[config.mk]
export PLATFORM = sky130hd
export DESIGN_NAME = traffic_countdown_display
export DESIGN_NICKNAME = d
export VERILOG_FILES = /design/src/rtl/traffic_countdown_display.sv
export SDC_FILE = /design/constraint.sdc
export NUM_CORES = 1
export LEC_CHECK = 0
export ABC_AREA = 1
export CORE_AREA = 4 4 60 90
export DETAILED_ROUTE_END_ITERATION = 10
export DIE_AREA = 0 0 64 94
export PLACE_DENSITY = 0.55
export SETUP_SLACK_MARGIN = 0.5
export SLEW_MARGIN = 20
export SYNTH_ARGS = -nofsm -noshare
export SYNTH_HDL_FRONTEND = slang
export SYNTH_SLANG_ARGS = --single-unit
[constraint.sdc]
create_clock -name CLK -period 2.4 [get_ports CLK]
set_input_delay 0.6 -clock CLK [delete_from_list [all_inputs] [get_ports CLK]]
set_output_delay 0.6 -clock CLK [all_outputs]
set_load 0.005 [all_outputs]
[src/rtl/traffic_countdown_display.sv]
// Scans two 2-digit BCD countdowns onto a 4-digit multiplexed 7-segment display and flags bad BCD.
// Optional blinking of low countdowns is built only when TRAFFIC_DISP_BLINK_EN is defined.
module traffic_countdown_display #(
    parameter int         SCAN_DIV     = 4,
    parameter int         BLINK_FRAMES = 8,
    parameter logic [7:0] BLINK_THRESH = 8'h05
) (
    input  logic       CLK,
    input  logic       R,
    input  logic       A_Light,
    input  logic       B_Light,
    input  logic [7:0] A_Count,
    input  logic [7:0] B_Count,
    output logic [6:0] Seg,
    output logic       Dp,
    output logic [3:0] DigitEn,
    output logic       Err
);

    // state        | meaning
    // SLOT_A_TENS  | A tens digit being scanned
    // SLOT_A_UNITS | A units digit being scanned
    // SLOT_B_TENS  | B tens digit being scanned
    // SLOT_B_UNITS | B units digit being scanned; its last cycle captures the next frame
    typedef enum logic [1:0] {
        SLOT_A_TENS  = 2'd0,
        SLOT_A_UNITS = 2'd1,
        SLOT_B_TENS  = 2'd2,
        SLOT_B_UNITS = 2'd3
    } slot_t;

    localparam int              DIV_W    = (SCAN_DIV > 1) ? $clog2(SCAN_DIV) : 1;
    localparam logic [DIV_W-1:0] DIV_LAST = DIV_W'(SCAN_DIV - 1);

    if (SCAN_DIV < 1) begin : g_bad_scan_div
        $error("SCAN_DIV must be at least 1");
    end
    if (BLINK_FRAMES < 1) begin : g_bad_blink_frames
        $error("BLINK_FRAMES must be at least 1");
    end
    if (BLINK_THRESH[7:4] > 4'd9 || BLINK_THRESH[3:0] > 4'd9) begin : g_bad_blink_thresh
        $error("BLINK_THRESH must be valid BCD");
    end

    logic [DIV_W-1:0] div;
    slot_t            idx;
    logic [7:0]       sh_a_count;
    logic [7:0]       sh_b_count;
    logic             sh_a_light;
    logic             sh_b_light;

    logic [3:0] nibble;
    logic       is_tens;
    logic       bad_digit;
    logic [6:0] seg_next;
    logic       dp_next;
    logic [3:0] en_next;
    logic       slot_end;
    logic       frame_wrap;
    logic       suppress;

    function automatic logic [6:0] seg_decode(input logic [3:0] n);
        case (n)
            4'd0:    seg_decode = 7'b0111111;
            4'd1:    seg_decode = 7'b0000110;
            4'd2:    seg_decode = 7'b1011011;
            4'd3:    seg_decode = 7'b1001111;
            4'd4:    seg_decode = 7'b1100110;
            4'd5:    seg_decode = 7'b1101101;
            4'd6:    seg_decode = 7'b1111101;
            4'd7:    seg_decode = 7'b0000111;
            4'd8:    seg_decode = 7'b1111111;
            4'd9:    seg_decode = 7'b1101111;
            default: seg_decode = 7'b0000000;
        endcase
    endfunction

    always_comb begin
        nibble = 4'd0;
        case (idx)
            SLOT_A_TENS:  nibble = sh_a_count[7:4];
            SLOT_A_UNITS: nibble = sh_a_count[3:0];
            SLOT_B_TENS:  nibble = sh_b_count[7:4];
            default:      nibble = sh_b_count[3:0];
        endcase
    end

    assign slot_end   = (div == DIV_LAST);
    assign frame_wrap = slot_end && (idx == SLOT_B_UNITS);
    assign is_tens    = (idx == SLOT_A_TENS) || (idx == SLOT_B_TENS);
    assign bad_digit  = (nibble > 4'd9);
    // Only tens digits get leading-zero blanking; a lone 0 must still read as 0.
    assign seg_next   = bad_digit                   ? 7'b1000000 :
                        (is_tens && nibble == 4'd0) ? 7'b0000000 :
                                                      seg_decode(nibble);
    assign dp_next    = ((idx == SLOT_A_UNITS) && sh_a_light) ||
                        ((idx == SLOT_B_UNITS) && sh_b_light);
    assign en_next    = 4'b0001 << idx;

`ifdef TRAFFIC_DISP_BLINK_EN
    localparam int               FRAME_W    = (BLINK_FRAMES > 1) ? $clog2(BLINK_FRAMES) : 1;
    localparam logic [FRAME_W-1:0] FRAME_LAST = FRAME_W'(BLINK_FRAMES - 1);

    logic [FRAME_W-1:0] frame_cnt;
    logic               blink_phase;
    logic               a_low;
    logic               b_low;

    function automatic logic bcd_low(input logic [7:0] c);
        bcd_low = (c[7:4] <= 4'd9) && (c[3:0] <= 4'd9) && (c <= BLINK_THRESH);
    endfunction

    assign a_low    = bcd_low(sh_a_count);
    assign b_low    = bcd_low(sh_b_count);
    assign suppress = !blink_phase &&
                      (((idx == SLOT_A_TENS) || (idx == SLOT_A_UNITS)) ? a_low : b_low);

    always_ff @(posedge CLK) begin
        if (R) begin
            frame_cnt   <= '0;
            blink_phase <= 1'b1;
        end else if (frame_wrap) begin
            if (frame_cnt == FRAME_LAST) begin
                frame_cnt   <= '0;
                blink_phase <= ~blink_phase;
            end else begin
                frame_cnt <= frame_cnt + 1'b1;
            end
        end
    end
`else
    assign suppress = 1'b0;
`endif

    always_ff @(posedge CLK) begin
        if (R) begin
            div        <= '0;
            idx        <= SLOT_A_TENS;
            Err        <= 1'b0;
            Seg        <= 7'd0;
            Dp         <= 1'b0;
            DigitEn    <= 4'd0;
            sh_a_count <= A_Count;
            sh_b_count <= B_Count;
            sh_a_light <= A_Light;
            sh_b_light <= B_Light;
        end else begin
            if (slot_end) begin
                div <= '0;
                idx <= slot_t'(idx + 2'd1);
            end else begin
                div <= div + 1'b1;
            end
            if (frame_wrap) begin
                sh_a_count <= A_Count;
                sh_b_count <= B_Count;
                sh_a_light <= A_Light;
                sh_b_light <= B_Light;
            end
            Err <= Err | bad_digit;
            if (suppress) begin
                Seg     <= 7'd0;
                Dp      <= 1'b0;
                DigitEn <= 4'd0;
            end else begin
                Seg     <= seg_next;
                Dp      <= dp_next;
                DigitEn <= en_next;
            end
        end
    end

endmodule
==> results of run 1 <==
## sequential cells by signal, summed over array words and instances (netlist names)
signal      cells
sh_a_count      8
Seg             7
Err             1
Dp              1
idx             2
sh_b_count      8
DigitEn         4
sh_b_light      1
sh_a_light      1
div             2
## worst reg2reg max path, stage by stage, from the launching register on
cell,delay [ps]
dfxtp_4,370
buf_4,140
ha_4,170
nand2_1,90
nand2_2,90
o21bai_4,250
ha_2,210
or2_4,120
nand2_4,50
nand2_4,70
nand2_1,50
nor2_1,80
nor2_1,50
## metal layers
| layer | global-route usage [%] | up-vias |
|---|---|---|
| met3 | 3.83 | 5 |
| li1 | - | 620 |
| met1 | 9.85 | 580 |
| met2 | 21.0 | 27 |
| met4 | 5.59 | 0 |
| met5 | 0 | - |
## cells by family (layout without fill, tap and decap cells)
kind of cell	count (synthesis)	after routing	synth area share, %
buffers and inverters	17	69	4.02
adder cells (fa/ha/maj)	13	13	10.2
AND/OR/NAND/NOR	83	83	24.3
flip-flops	35	35	55.5
AO/OA/AOI/OAI	14	14	5.91
## cell usage after synthesis, types with 4 or more instances
master and number:
nor3_1 4, inv_2 4, a21oi_1 6, dfxtp_1 17, nand2_1 38, nand3_1 7, nand2_2 4, o21ai_0 5
nor2_2 4, edfxtp_1 18, inv_1 13, ha_1 13, nor2_1 20
## cell type report
class                      instances  area, sq um
multi-input combinational        110          757
clock inverter                     2         12.5
clock buffer                       6         72.6
tap                               66         82.6
fill                             457         2400
sequential                        35          888
inverter                          17         68.8
timing repair buffer              44          414
## repair_timing
item                                    in CTS  in global routing
pin swaps                                    2                 11
endpoints found under the setup margin       8                  8
setup buffers                                7                  4
hold buffers                                 0                  0
resized for setup                           11                 24
## path summary, 6_finish.rpt
kind | end | from | slack (ps) | cells past startpoint
setup reg to reg | Seg[6] | idx[0] | 580 | 12
setup / recovery | Seg[6] | idx[0] | 580 | 12
hold reg to reg | div[0] | div[0] | 430 | 1
hold / removal | div[0] | div[0] | 430 | 1
## power by group
part           internal [mW]  leakage (nW)  total (mW)  switching (mW)
logic                  0.183         0.595       0.371           0.189
clock network          0.203        0.0412       0.411           0.209
registers              0.678         0.317       0.695          0.0170
total                   1.06         0.953        1.48           0.415
## placed cells by master, fill, tap and decap left out, drive strengths merged
cell           synthesis  final
a21oi                  6      6
buf                    0     12
clkbuf                 0      6
clkdlybuf4s50          0     32
clkinv                 0      1
clkinvlp               0      1
dfxtp                 17     17
edfxtp                18     18
ha                    13     13
inv                   17     17
nand2                 44     44
nand3                  8      8
nor2                  25     25
nor3                   4      4
o21ai                  6      6
o21bai                 2      2
or2                    2      2
==> out/qor.yml, run 1 <==
grt_setup_unrepaired: "false"
chipWidth_um: 64
initial_core_util_pct: 33.8
clockBufferDepth: 2
dpl-instance-area_sq_um: 2010
io_buffers: 32
die-area_sq_um: 6020
cts_tree: "done"
powerDensity_nw_per_um2: 644
syn_to_final_growth_pct: 44.6
yosysTopAreaCell: "edfxtp_1"
gp_congestion: 0.795
hold_class: "reg -> reg"
synth.avg_cell_area_sq_um: 9.80
htree_levels: 2
ys_async_sr_fraction_pct: 0
hpwlAfterDp_mm: 2.28
finalCriticalPeriod_ps: 1820
antenna_found_initial: 0
clk_pin_slew_ps: 70
seq_area_frac_synth_pct: 55.5
cp_top_family: "simple AND/OR/NAND/NOR gates"
route.detailed.drc: 0
routed_wl_mm: 3.12
setup.worst_path.class: "reg -> reg"
fp-row-count: 31
synth_area_leaders: "edfxtp_1 34%, dfxtp_1 21%, ha_1 10%"
routed-wl-met3_um: 133
core_area_sq_um: 4690
antenna_cells: 0
avgRoutedWirePerCell_um: 11.1
ioPinCount: 33
ant_nets: 0
path_cells: "buf_4 > ha_4 > nand2_1 > nand2_2 > o21bai_4 > ha_2 > or2_4 > nand2_4 > nand2_4 > nand2_1 > nor2_1 > nor2_1"
relSlewSlack_pct: 82.0
cpPeakStageDelay_ps: 370
grt_pass1_vias: 1215
routed_via_density: 4.40
cts_sinks: 35
vias: 1232
netlist_area_sq_um: 1590
cp_max_fo: 6
firstDrtPassIters: 3
cp-end-kind: "flip-flop"
wl_met1_mm: 1.14
wl_met2_mm: 1.78
dpl_worst_slack_ps: 295
cts_made_buffers: 5
fin_util_pct: 48.9
grt_util_all_layers_pct: 11.0
drtIter0Drc: 21
finalSetupTns_ps: 0
ys_ff_latch: 35
syn_inst: 162
hold_slack_ps: 431
clockRootBuffer: "clkbuf_8"
gr-total-overflow: 0
syn_nets: 195
finalHoldViolCount: 0
finClkSkew_ps: 8.50
fmax_mhz: 549
finalCritPeriodShare_pct: 75.9
drv_cap: 0
finalSetupViolCount: 0
ys_types: 20
highest_layer: "met4"
setup_ws_ps: 578
synth_edf_count: 18
nNetsFinal: 246
clock_latency_ps: 290
crit_slowest_cell: "dfxtp_4"
outcome: "finished clean"
dp.cells: 261
grt_pass1_wl_mm: 5.05
worst_ep_arrival_time_ps: 2010
yosysWarnings: 0
drive_above_1_share_pct: 29.9
leakage_nw: 0.953
path_buf_inv: 1
vdd_drop_max_v: 0.000369
power_mw: 1.48
fin_area_sq_um: 2300
ys.flop_type: "edfxtp_1"
yosysTopAreaCellShare_pct: 34.0
fp.dieH_um: 94
tightest_slew_ps: 269
grt_max_degree: 19
start_kind: "flip-flop"
cp.required_ps: 2580
finalMaxSlewViolations: 0
final_cells: 280
Power figures use the tool's default switching activity.
==> run 2: changes to the inputs <==
Clock period 2.4 ns to 1.8 ns, I/O delays scaled along.
==> out/qor.yml, run 2 (synthesis gave the netlist of run 1 again) <==
outcome: "finished clean"
setup.worst_path.class: "reg -> reg"
fmax_mhz: 564
antenna_found_initial: 0
fp.dieH_um: 94
clockBufferDepth: 2
cp_max_fo: 6
start_kind: "flip-flop"
relSlewSlack_pct: 84.2
grt_max_degree: 12
hold_buffers: 0
p_int_mw: 1.41
clockRootBuffer: "clkbuf_8"
avgRoutedWirePerCell_um: 11.5
powerDensity_nw_per_um2: 819
cts_made_buffers: 5
grt_util_all_layers_pct: 12.4
drive_above_1_share_pct: 34.4
finClkSkew_ps: 6.09
hpwlAfterDp_mm: 2.44
grt_pass1_vias: 1316
vdd_drop_max_v: 0.000484
finalCriticalPeriod_ps: 1770
reg2reg_from: "idx[0]"
vias: 1212
io_buffers: 32
crit_end: "Seg[4]"
gr-total-overflow: 0
p_seq_share_pct: 47.6
cts_sinks: 35
core_area_sq_um: 4690
chipWidth_um: 64
fp-row-count: 31
ant_nets: 0
final_common_cell: "nand2_1"
syn_to_final_growth_pct: 50.7
leakage_nw: 1.03
top_regs: "sh_a_count (8), sh_b_count (8), Seg (7)"
finalHoldViolCount: 0
fin_util_pct: 51.0
reg2reg_to: "Seg[4]"
clk_pin_slew_ps: 70
p_sw_mw: 0.550
clock_latency_ps: 280
htree_levels: 2
cp.required_ps: 1980
antenna_cells: 0
pwr-share-comb_pct: 24.8
holdPathStages: 1
finalSetupViolCount: 0
drv_cap: 0
dpl-instance-area_sq_um: 2180
p_sw_share_pct: 28.1
fin_area_sq_um: 2390
initial_core_util_pct: 33.8
routed_wl_mm: 3.28
r2r.worst_path.cells: 12
gp_congestion: 0.890
cp-startpoint: "idx[0]"
tightest_slew_ps: 237
route.detailed.drc: 0
cts_tree: "done"
firstDrtPassIters: 4
drtIter0Drc: 23
rrSetupSlack_ps: 30
routed_via_density: 4.27
layout_common_cells: "27 x nand2_1, 18 x clkdlybuf4s50_1, 18 x edfxtp_1, 16 x nor2_1"
finalMaxSlewViolations: 0
power_mw: 1.96
cp-end-kind: "flip-flop"
grt_pass1_wl_mm: 5.64
die-area_sq_um: 6020
nNetsFinal: 250
hp-start: "div[0]"
hold_class: "reg -> reg"
hold_slack_ps: 424
grt_setup_unrepaired: "true"
worst_ep_arrival_time_ps: 1950
clkPwrFrac_pct: 27.7
ioPinCount: 33
finalCritPeriodShare_pct: 98.6
## run 2: cell types whose count changed in the layout (fill, tap and decap cells not counted), moves of 2 or more
cell             change
clkdlybuf4s50_1     -14
clkdlybuf4s15_1     +10
nand2_1              -6
nand2_4              +4
buf_4                +3
clkbuf_2             +2
inv_6                +2
nand2_2              +2
nand2_8              +2
## run 2: how the worst min path moves through the flow
stage               endpoint  slack (ps)
floorplan             div[0]         400
global placement      div[0]         410
detailed placement    div[0]         420
CTS                   div[0]         430
global route          div[0]         450
finish                div[0]         420
## run 2: area by class of cell
type                       count  area (sq um)
timing repair buffer          46           417
multi-input combinational    112           841
clock inverter                 2          12.5
inverter                      17          78.8
sequential                    35           890
fill                         437          2300
tap                           66          82.6
clock buffer                   6          72.6
## run 2: worst max-delay path, cell delays in order (launching register included)
cell     delay, ps
dfxtp_4        410
inv_6           60
ha_4           180
nand2_4         60
nand2_4         50
o21ai_4        190
inv_2           40
ha_2           150
or2_4          240
nand2_4         70
nand2_4         60
nand3_4         90
nor2_1          50
## run 2: power groups by stage
stage,sequential (mW),combinational (mW),clock (mW)
2_1_floorplan,0.951,0.266,0
3_3_place_gp,0.948,0.461,0
3_5_place_dp,0.949,0.465,0
4_1_cts,0.930,0.470,0.560
5_1_grt,0.940,0.552,0.601
6_report,0.933,0.485,0.542
## run 2: layer usage
metal  global-route usage (%)  vias up  share of wire [%]
met3                     3.35        9                4.2
met2                     24.8       31                 60
li1                         -      633                  -
met1                     10.7      539                 34
met4                     6.67        0                2.7
met5                        0        -                  0
## run 2: metrics by stage
| step | setup TNS (ps) | cells | setup WS [ps] |
|---|---|---|---|
| detailed placement | -7.82 | 271 | -3.29 |
| global route | -582 | 284 | -88.6 |
| global placement | -4.07 | 271 | -3.95 |
| finish | 0 | 284 | 25.6 |
| floorplan | 0 | 162 | 98.6 |
| CTS | -60.1 | 283 | -12.6 |
## run 2: repair_timing
action | in CTS | in global routing
setup buffers | 2 | 1
pin swaps | 6 | 12
gates resized for setup | 24 | 32
endpoints found under the hold margin | 0 | 0
cloned | 2 | 0
endpoints found under the setup margin | 39 | 32
